--- src/rtl/async_dual_ram.sv ---
// Simple dual-port register-file RAM: one write port, one registered read port, one clock.
// Optional ASYN_DUAL_RAM_BYPASS_EN forwards write data to the read port on a same-address collision.
module async_dual_ram #(
  parameter int RAM_WIDTH = 16,
  parameter int RAM_DEPTH = 8,
  parameter int ADDR_SIZE = 3
) (
  input  logic                 clk,
  input  logic                 clr_n,
  input  logic                 wr_en,
  input  logic                 rd_en,
  input  logic [ADDR_SIZE-1:0] wr_ad,
  input  logic [ADDR_SIZE-1:0] rd_ad,
  input  logic [RAM_WIDTH-1:0] data_in,
  output logic [RAM_WIDTH-1:0] data_out
);

  localparam logic [ADDR_SIZE:0] DEPTH_L = (ADDR_SIZE+1)'(RAM_DEPTH);

  logic [RAM_WIDTH-1:0] mem [RAM_DEPTH];
  logic                 wr_ok;
  logic                 rd_ok;
  logic                 collide;

  // Addresses beyond the populated depth are treated as holes: writes drop, reads return zero.
  assign wr_ok   = ({1'b0, wr_ad} < DEPTH_L);
  assign rd_ok   = ({1'b0, rd_ad} < DEPTH_L);
  assign collide = wr_en && (wr_ad == rd_ad);

  always_ff @(posedge clk or negedge clr_n) begin
    if (!clr_n) begin
      for (int i = 0; i < RAM_DEPTH; i++) begin
        mem[i] <= '0;
      end
    end else if (wr_en && wr_ok) begin
      mem[wr_ad] <= data_in;
    end
  end

  always_ff @(posedge clk or negedge clr_n) begin
    if (!clr_n) begin
      data_out <= '0;
    end else if (rd_en) begin
      if (!rd_ok) begin
        data_out <= '0;
`ifdef ASYN_DUAL_RAM_BYPASS_EN
      end else if (collide) begin
        data_out <= data_in;
`endif
      end else begin
        // Without bypass, a colliding read sees the pre-write word.
        data_out <= mem[rd_ad];
      end
    end
  end

`ifndef ASYN_DUAL_RAM_BYPASS_EN
  logic unused_collide;
  assign unused_collide = collide;
`endif

endmodule

--- config.mk ---
export PLATFORM = sky130hd
export DESIGN_NAME = async_dual_ram
export DESIGN_NICKNAME = d
export VERILOG_FILES = /design/src/rtl/async_dual_ram.sv
export SDC_FILE = /design/constraint.sdc
export NUM_CORES = 1
export LEC_CHECK = 0
export ABC_AREA = 0
export CAP_MARGIN = 5
export CORE_MARGIN = 8
export CORE_UTILIZATION = 60
export CTS_BUF_LIST = sky130_fd_sc_hd__clkbuf_4
export DETAILED_ROUTE_END_ITERATION = 7
export PLACE_DENSITY_LB_ADDON = 0.05
export REMOVE_ABC_BUFFERS = 1
export SYNTH_ARGS = -nofsm -noshare
export SYNTH_HDL_FRONTEND = slang
export SYNTH_SLANG_ARGS = --single-unit
--- constraint.sdc ---
create_clock -name clk -period 2.53 [get_ports clk]
set_input_delay 0.506 -clock clk [delete_from_list [all_inputs] [get_ports clk]]
set_output_delay 0.506 -clock clk [all_outputs]
set_load 0.02 [all_outputs]
==> summary.md <==
| Metric | Value |
|---|---|
| Run status | completed |
| Post-layout power | 6.111 mW |
| Global placement routability congestion | 0.7917 |
| Initial DRC count | 247 |
| Top post-synthesis cells by area | dfrtp_1 (55%), mux2_2 (22%), mux2i_1 (7.3%), nor2b_1 (3.1%), a41o_1 (2.4%) |
| Placed wire-length estimate | 8.866 mm |
| Number of hold violations in the final report | 0 |
| Number of setup violations in the final report | 0 |
| Number of design rule violations left after detail routing | 0 |
| Clock-pin slew reported for the worst setup and hold paths after clock tree synthesis | 120 ps |
| Routed via count divided by cell count | 6.006 |
| CP peak stage delay | 620 ps |
| Worst endpoint data arrival time | 1550 ps |
| Die Area | 14,600 sq um |
| FF-to-FF Start | mem[49]$_DFFE_PN0P_ |
| Post-synthesis cell area | 6593 sq um |
| Class of the tightest hold or removal check | input pin to async pin |
| Highest attainable clock frequency | 486.6 MHz |
| Launching element of the worst setup path | data_out[10]$_DFFE_PN0P_ |
| Kind of start point of the critical path | register |
| Post-Synthesis Cells | 462 |
| Synth top area share | 54.66% |
| Hold buffer count at CTS | 1 |
| Critical path start-end classification | register to output port |
| Drt pass-1 iters | 4 |
| Post-synthesis async set-or-reset flop share | 100.0% |
| Critical path required time | 2020 ps |
| Port bufs | 41 |
| Nature of the critical path endpoint | output port |
| TritonCTS buffer count | 17 |
| Buffer count from post-CTS setup fixing | 0 |
| Worst Path Max Fanout | 2 |
| I/O Pins | 42 |
| Synth cell count leaders | dfrtp_1 (144), mux2_2 (127), mux2i_1 (48) |
| Commonest register cell after synthesis | dfrtp_1 |
| Number of global-route vias before repair | 4,211 |
| Maximum number of pins on one net before global-route repair | 81 |
| DRT Wirelength | 14.18 mm |
| Setup repair after global routing missed its margin | false |
| Peak supply drop | 0.0005087 V |
| Longest Clk Path Bufs | 2 |
| Core occupancy in the finished layout | 71.09% |
| Final clock skew | 11.00 ps |
| Power per Cell Area | 796.4 nW/um^2 |
| CTS H-tree depth | 4 |
| Y dimension of the die | 120.8 um |
| Count of maximum capacitance violations | 0 |
| Synthesis warning total | 0 |
| # fillers | 777 |
| Post-synthesis area per instance | 14.27 sq um |
| Worst slew slack as a fraction of its limit | 61.30% |
| Number of antenna violations at the first check in global routing | 1 |
| Register bit count reported by yosys | 144 |
| Total via count in the routed design | 4,024 |
| Final worst path period need | 2055 ps |
| Most common cell in the netlist | dfrtp_1 |
| Core outline area | 10,790 sq um |
| Cell type contributing the most total cell area after synthesis | dfrtp_1 |
| Number of clock sinks | 144 |
| Clock Root Buffer | clkbuf_4 |
| TritonCTS clock tree | yes |
| Post-cts resize count | 0 |
| Fraction of layout cells with a size suffix above 1 | 37.05% |
| Transition time at the pin with the least slew margin | 580.6 ps |
| Area growth from synthesis to final layout | 16.38% |
| Clock latency of the later-clocked register in the worst-skew pair | 550 ps |
| Width of the die | 120.8 um |
| Placed Cells incl. Taps | 636 |
| Total congestion overflow | 0 |
| Post-synth EDFFs | 0 |
| Leakage power summed over all cells | 3.421 nW |
| Wire length of the first global-routing pass | 23.34 mm |
| CP bufs+invs | 1 |
| Global-route usage over all layers | 20.90% |
| Final Slew Violations | 0 |
| Initial standard-cell utilization of the core | 61.08% |
| Cell Rows | 38 |
| Sequential-to-total area share from yosys stat | 54.66% |
| Routed wirelength normalized by instance count | 21.16 um |
| Final TNS setup | 0 ps |
| Largest delay contributor family on the critical path | buffers and inverters |
| Final ANT Viol Nets | 0 |
| Number of nets in the layout | 542 |
| Worst-path cell chain | clkdlybuf4s50_1 |
| Post-route clock period utilization | 81.22% |
| Distinct cell type count of the synthesized netlist | 23 |
| Critical path's slowest cell | clkdlybuf4s50_1 |
| Final Non-Filler Cells | 670 |
## registers in the layout, summed over array words and instances (netlist names)
signal,cells
mem,128
data_out,16
## stage by stage
stage                     setup WS [ps]  cell area (sq um)  hold slack (ps)
after floorplan                   813.6               6387            210.4
after global placement            298.7               7267            466.9
after detailed placement          261.8               7267            488.8
after CTS                         409.5               7670            474.3
after global routing              396.0               7672            524.9
final                             475.1               7672            503.3
## cell type report
type	count	area (sq um)	share of cell area [%]
Sequential cell	144	3603	46.97
Antenna cell	1	2.502	0.03262
Timing Repair Buffer	68	714.4	9.312
Clock buffer	17	127.6	1.663
Clock inverter	15	265.3	3.457
Tap cell	140	175.2	2.283
Multi-Input combinational cell	285	2784	36.29
## power by group
part	switching, mW	leakage, nW	internal, mW
Combinational	0.485	1.49	0.679
Sequential	0.243	1.73	2.79
Clock	0.835	0.198	1.08
## metal layers
| layer | GRT usage (%) | vias to the layer above | part of all wire, % |
|---|---|---|---|
| met1 | 27.45 | 2096 | 44 |
| met3 | 4.848 | 17 | 5.0 |
| met2 | 33.33 | 92 | 49 |
| li1 | - | 1819 | - |
| met4 | 7.338 | 0 | 1.6 |
| met5 | 0 | - | 0 |
## kinds of logic (layout without fill, tap and decap cells)
group                  after synthesis  in the layout  share of synthesized area [%]
other                                0              1                              0
multiplexers                       176            176                          29.15
buffers and inverters               33            100                          3.112
AND/OR/NAND/NOR                     61             61                          6.700
flip-flops                         144            144                          54.66
AO/OA/AOI/OAI                       48             48                          6.377
## cells in the final DEF, fill, tap and decap left out, types with 7 or more instances in the layout
cell type          n
clkbuf_4          17
mux2_2           127
bufinv_16          7
buf_12             8
nor2b_1           33
mux2i_1           48
a22oi_1           16
dfrtp_1          144
clkdlybuf4s50_1   39
buf_4             19
nand3_1           16
a211o_1           16
a41o_1            16
## final timing paths
path	to	slack, ps	cells past startpoint
worst max-delay path	data_out[10]	480	1
worst min-delay path	mem[27]$_DFFE_PN0P_	500	2
worst max register to register	data_out[1]$_DFFE_PN0P_	1410	3
worst min register to register	mem[55]$_DFFE_PN0P_	510	1
max in group asynchronous	mem[118]$_DFFE_PN0P_	1360	3
min in group clk	mem[55]$_DFFE_PN0P_	510	1
(Power assumes the default switching activity.)
